File: src/rtl/i2c_txn_queue.sv
// i2c_txn_queue: buffers host I2C transaction requests, launches them one at a
// time on the controller interface, and returns one in-order status response
// per request. A watchdog bounds how long a launched transaction may stay open.
module i2c_txn_queue #(
  parameter int unsigned DEPTH          = 4,
  parameter int unsigned TIMEOUT_CYCLES = 65535
) (
  input  logic        clock,
  input  logic        reset,
  input  logic        cmd_valid,
  output logic        cmd_ready,
  input  logic        cmd_rw,
  input  logic [7:0]  cmd_address,
  input  logic [31:0] cmd_data,
  input  logic [3:0]  cmd_bytesend,
  output logic        init_transaction,
  output logic        rw,
  output logic [7:0]  address,
  output logic [31:0] data,
  output logic [3:0]  bytesend,
  input  logic        ctrl_done,
  input  logic        ctrl_nack,
  output logic        rsp_valid,
  input  logic        rsp_ready,
  output logic        rsp_nack,
  output logic        rsp_timeout,
  output logic        busy
);

  localparam int unsigned AW = (DEPTH > 1) ? $clog2(DEPTH) : 1;
  localparam int unsigned CW = $clog2(DEPTH + 1);
  localparam int unsigned WW = (TIMEOUT_CYCLES > 1) ? $clog2(TIMEOUT_CYCLES) : 1;
  localparam logic [CW-1:0] FULL    = CW'(DEPTH);
  localparam logic [WW-1:0] WD_LAST = WW'(TIMEOUT_CYCLES - 1);

  typedef enum logic [1:0] {
    S_IDLE,
    S_LAUNCH,
    S_WAIT,
    S_RESP
  } state_t;

  typedef struct packed {
    logic        rw;
    logic [7:0]  address;
    logic [31:0] data;
    logic [3:0]  bytesend;
  } req_t;

  state_t          state_q, state_d;
  req_t            mem [DEPTH];
  req_t            wr_entry;
  logic [AW-1:0]   wr_ptr, rd_ptr;
  logic [CW-1:0]   count;
  logic [WW-1:0]   wdog;
  logic            push, pop, wd_expired;

  assign cmd_ready  = (count != FULL);
  assign push       = cmd_valid && cmd_ready;
  assign pop        = (state_q == S_IDLE) && (count != '0);
  assign wd_expired = (wdog == WD_LAST);

  assign wr_entry.rw       = cmd_rw;
  assign wr_entry.address  = cmd_address;
  assign wr_entry.data     = cmd_data;
  assign wr_entry.bytesend = (cmd_bytesend > 4'd4) ? 4'd4 : cmd_bytesend;

  // FIFO storage: write the clamped request at the tail
  always_ff @(posedge clock) begin
    if (push) mem[wr_ptr] <= wr_entry;
  end

  // FIFO pointers and occupancy; pointers wrap naturally since DEPTH is a power of two
  always_ff @(posedge clock or posedge reset) begin
    if (reset) begin
      wr_ptr <= '0;
      rd_ptr <= '0;
      count  <= '0;
    end else begin
      if (push) wr_ptr <= wr_ptr + 1'b1;
      if (pop)  rd_ptr <= rd_ptr + 1'b1;
      case ({push, pop})
        2'b10:   count <= count + 1'b1;
        2'b01:   count <= count - 1'b1;
        default: count <= count;
      endcase
    end
  end

  // State register
  always_ff @(posedge clock or posedge reset) begin
    if (reset) state_q <= S_IDLE;
    else       state_q <= state_d;
  end

  // Next-state logic; a done on the expiry cycle still takes the done path
  always_comb begin
    state_d = state_q;
    case (state_q)
      S_IDLE:   if (count != '0) state_d = S_LAUNCH;
      S_LAUNCH: state_d = S_WAIT;
      S_WAIT:   if (ctrl_done || wd_expired) state_d = S_RESP;
      S_RESP:   if (rsp_ready) state_d = S_IDLE;
      default:  state_d = S_IDLE;
    endcase
  end

  // State-decoded outputs
  always_comb begin
    init_transaction = (state_q == S_LAUNCH);
    rsp_valid        = (state_q == S_RESP);
    busy             = (state_q != S_IDLE) || (count != '0);
  end

  // Controller-facing request registers, loaded only on pop so they stay stable until the next launch
  always_ff @(posedge clock or posedge reset) begin
    if (reset) begin
      rw       <= 1'b0;
      address  <= '0;
      data     <= '0;
      bytesend <= '0;
    end else if (pop) begin
      rw       <= mem[rd_ptr].rw;
      address  <= mem[rd_ptr].address;
      data     <= mem[rd_ptr].data;
      bytesend <= mem[rd_ptr].bytesend;
    end
  end

  // Watchdog and response status capture
  always_ff @(posedge clock or posedge reset) begin
    if (reset) begin
      wdog        <= '0;
      rsp_nack    <= 1'b0;
      rsp_timeout <= 1'b0;
    end else begin
      if (state_q == S_LAUNCH) begin
        wdog <= '0;
      end else if (state_q == S_WAIT) begin
        if (ctrl_done) begin
          rsp_nack    <= ctrl_nack;
          rsp_timeout <= 1'b0;
        end else if (wd_expired) begin
          rsp_nack    <= 1'b0;
          rsp_timeout <= 1'b1;
        end else begin
          wdog <= wdog + 1'b1;
        end
      end
    end
  end

endmodule

File: config.mk
export PLATFORM = sky130hd
export DESIGN_NAME = i2c_txn_queue
export DESIGN_NICKNAME = d
export VERILOG_FILES = /design/src/rtl/i2c_txn_queue.sv
export SDC_FILE = /design/constraint.sdc
export NUM_CORES = 1
export LEC_CHECK = 0
export BUFFER_PORTS_ARGS = -buffer_cell sky130_fd_sc_hd__buf_2
export CELL_PAD_IN_SITES_DETAIL_PLACEMENT = 1
export CELL_PAD_IN_SITES_GLOBAL_PLACEMENT = 1
export CORE_ASPECT_RATIO = 0.6
export CORE_UTILIZATION = 54
export DETAILED_ROUTE_END_ITERATION = 10
export HOLD_SLACK_MARGIN = 0.03
export PLACE_DENSITY_LB_ADDON = 0.1
export SYNTH_ARGS = -nofsm -noshare
export SYNTH_HDL_FRONTEND = slang
export SYNTH_SLANG_ARGS = --single-unit
File: constraint.sdc
create_clock -name clock -period 4.1 [get_ports clock]
set_clock_uncertainty 0.05 [all_clocks]
set_input_delay 1.23 -clock clock [delete_from_list [all_inputs] [get_ports clock]]
set_output_delay 1.23 -clock clock [all_outputs]
set_load 0.02 [all_outputs]
==> impl_metrics.py <==
metrics = {
    "status": {
        "status": "finished, final reports clean",
    },
    "drt": {
        "drt-pass1-iter-count": 5,
        "drc": 0,
        "drtAntennaViolNets": 0,
        "via_per_inst": 5.95,
        "routed_wl_um": 21400,
        "vias": 5215,
        "avgRoutedWirePerCell_um": 24.4,
        "drtIter0Drc": 456,
    },
    "timing": {
        "setup_tns_ns": 0,
        "timing.fmax_mhz": 344,
        "tightest_slew_ns": 1.20,
        "rsz0062_at_grt": "no",
        "finalHoldViolations": 0,
        "fin_crit_sh_pct": 70.9,
        "setup_violations": 0,
        "slew_viol_final": 0,
        "slew_headroom_pct": 20.0,
        "fin_crit_ns": 2.91,
    },
    "setup_path": {
        "cp_max_fo": 16,
        "startpoint_type": "register",
        "cp.arrival_ns": 1.63,
        "path_cells": "inv_1 -> ha_1 -> buf_4 -> buf_2",
        "criticalPathCategory": "reg -> out",
        "crit_required_ns": 2.82,
        "slowest_delay_ns": 0.41,
        "cp-end-kind": "primary output",
        "slowest_stage": "dfrtp_1",
    },
    "run": {
        "max-cap-violations": 0,
    },
    "synthesis": {
        "ys_ff_latch": 252,
        "synth-warning-count": 0,
        "synth_edf_count": 180,
        "synth_top_area_share_pct": 55.2,
        "synthCells": 510,
        "avgSynthCellArea_sq_um": 19.2,
        "yosys.area.top_type": "edfxtp_1",
        "ys.flop_type": "edfxtp_1",
        "ys_seq_area_share_pct": 73.6,
        "synth_area_sq_um": 9800,
        "ys_types": 49,
        "synthArstFlopShare_pct": 28.6,
        "synth.area.top_cells": "edfxtp_1 (55%), dfrtp_1 (18%), mux4_2 (10%)",
    },
    "cts": {
        "cts_tree": "yes",
        "insertion_delay_ns": 0.51,
        "clock_path_buffers": 3,
        "cts_resized": 0,
        "postCtsSetupBuffers": 0,
        "hold_buffers": 0,
        "numCtsBuffers": 23,
        "ctsHtreeMaxLevel": 1,
        "clk_pin_slew_ns": 0.07,
        "clock_sinks": 252,
        "clockRootBuffer": "clkbuf_16",
    },
    "grt": {
        "grt_pass1_vias": 5633,
        "grt_pass1_wl_um": 32800,
        "overflow": 0,
        "grt_usage_pct": 23.8,
        "grt_antenna_before_repair": 1,
        "grt_max_degree": 48,
    },
    "floorplan": {
        "die_w_um": 176,
        "die_area_sq_um": 18700,
        "num_rows": 37,
        "design.core.area_sq_um": 17500,
        "initial_core_util_pct": 56.1,
        "die_h_um": 106,
        "io_pins": 102,
    },
    "place": {
        "port_buffers": 101,
        "dp_hpwl_um": 13400,
        "gp_congestion": 0.823,
    },
    "layout": {
        "nFillCells": 1532,
        "final_common_cell": "edfxtp_1",
        "diodes": 0,
        "nets": 689,
        "utilization_pct": 64.9,
        "multiInputGateArea_sq_um": 2440,
        "regArea_sq_um": 7210,
        "drive_above_1_share_pct": 37.9,
        "syn2layout_area_growth_pct": 15.7,
        "final_cell_mix": "edfxtp_1 (180), buf_2 (101), dfrtp_1 (70)",
    },
    "pwr": {
        "p_leak_uw": 0.00425,
        "vdd.ir_drop.worst_v": 0.000436,
        "pwr_density_cell_nw_per_um2": 773,
    },
    "worst_hold_path": {
        "hp-class": "reg -> reg",
    },
}
==> synthesized netlist by cell type, drive strengths merged, types with 2 or more instances <==
cell type  instances
nand2             11
a31oi              3
o31ai              4
edfxtp           180
inv               17
nand4              6
o211ai             2
a21o               2
ha                12
o21ai             10
and4               4
a22o               3
a21oi              3
and3               8
xor2               2
o41ai              3
mux2              46
o311ai             2
nor3               4
nand2b             2
buf               10
mux2i              3
nor2              13
nor4               3
mux4              45
clkbuf            13
nand3              7
xnor2              4
a311o              2
dfrtp             72
==> layout make-up <==
class                           count  share of cell area, %
Clock buffer                       33                   5.76
Sequential cell                   252                   63.6
Multi-Input combinational cell    221                   21.5
Tap cell                          234                   2.58
Timing Repair Buffer              110                   5.06
Clock inverter                      9                  0.839
Inverter                           17                  0.574
==> per-stage QoR <==
stage / setup WS (ns) / hold slack [ns] / area [sq um] / std cells / power [uW]
floorplan: 0.995 / 0.410 / 9810 / 513 / 5770
global placement: 1.30 / 0.426 / 10600 / 834 / 6520
detailed placement: 1.15 / 0.438 / 10600 / 834 / 6670
CTS: 1.17 / 0.450 / 11300 / 876 / 8860
global route: 1.11 / 0.466 / 11300 / 876 / 9160
finish: 1.19 / 0.446 / 11300 / 876 / 8760
==> sequential cells by signal, indices dropped and copies added, names as in the netlist <==
| signal | flops |
|---|---|
| rd_ptr | 2 |
| wr_ptr | 2 |
| state_q | 2 |
| address | 8 |
| rsp_timeout | 1 |
| bytesend | 4 |
| rw | 1 |
| rsp_nack | 1 |
| data | 32 |
| mem | 180 |
| wdog | 16 |
| count | 3 |
==> where the power goes <==
group / switching, uW / total (uW) / internal [uW]
Combinational: 1400 / 2630 / 1230
Sequential: 537 / 3990 / 3460
Clock: 906 / 2140 / 1230
==> critical path, delay by kind of cell (launching register included) <==
family | cells | cell delay [ns]
buffers and inverters | 3 | 0.55
DFF | 1 | 0.41
adders and majority gates | 1 | 0.16
==> cell families (layout without fill, tap and decap cells) <==
kind of cell	count (synthesis)	after routing	synth area share [%]
AOI/OAI and AO/OA	41	41	3.09
DFF	252	252	73.6
muxes	94	94	15.9
adders and majority gates	13	13	1.74
and+or+nand+nor	63	63	3.42
buffers and inverters	40	169	1.69
xor gates and xnor gates	6	6	0.536
other	1	4	0.0383
==> worst paths after layout <==
kind                                             start                     end  cells past startpoint  slack [ns]
worst max-delay path            state_q[1]$_DFFE_PP0P_        init_transaction                      4        1.19
worst min-delay path              count[0]$_DFFE_PP0P_    count[0]$_DFFE_PP0P_                      1        0.45
worst max register to register     wdog[0]$_DFFE_PP0P_    wdog[11]$_DFFE_PP0P_                      7        1.70
worst min register to register    count[0]$_DFFE_PP0P_    count[0]$_DFFE_PP0P_                      1        0.45
max in group asynchronous                        reset  address[6]$_DFFE_PP0P_                      3        2.39
min in group asynchronous                        reset    wdog[11]$_DFFE_PP0P_                      2        0.85
==> metal layers <==
metal / up-vias / GRT usage (%) / wire length [um]
met5: - / 0 / 11
met2: 185 / 38.3 / 10400
met4: 2 / 5.78 / 330
met3: 29 / 4.54 / 1230
met1: 2746 / 33.8 / 9460
li1: 2253 / - / -
(Power assumes the default switching activity.)
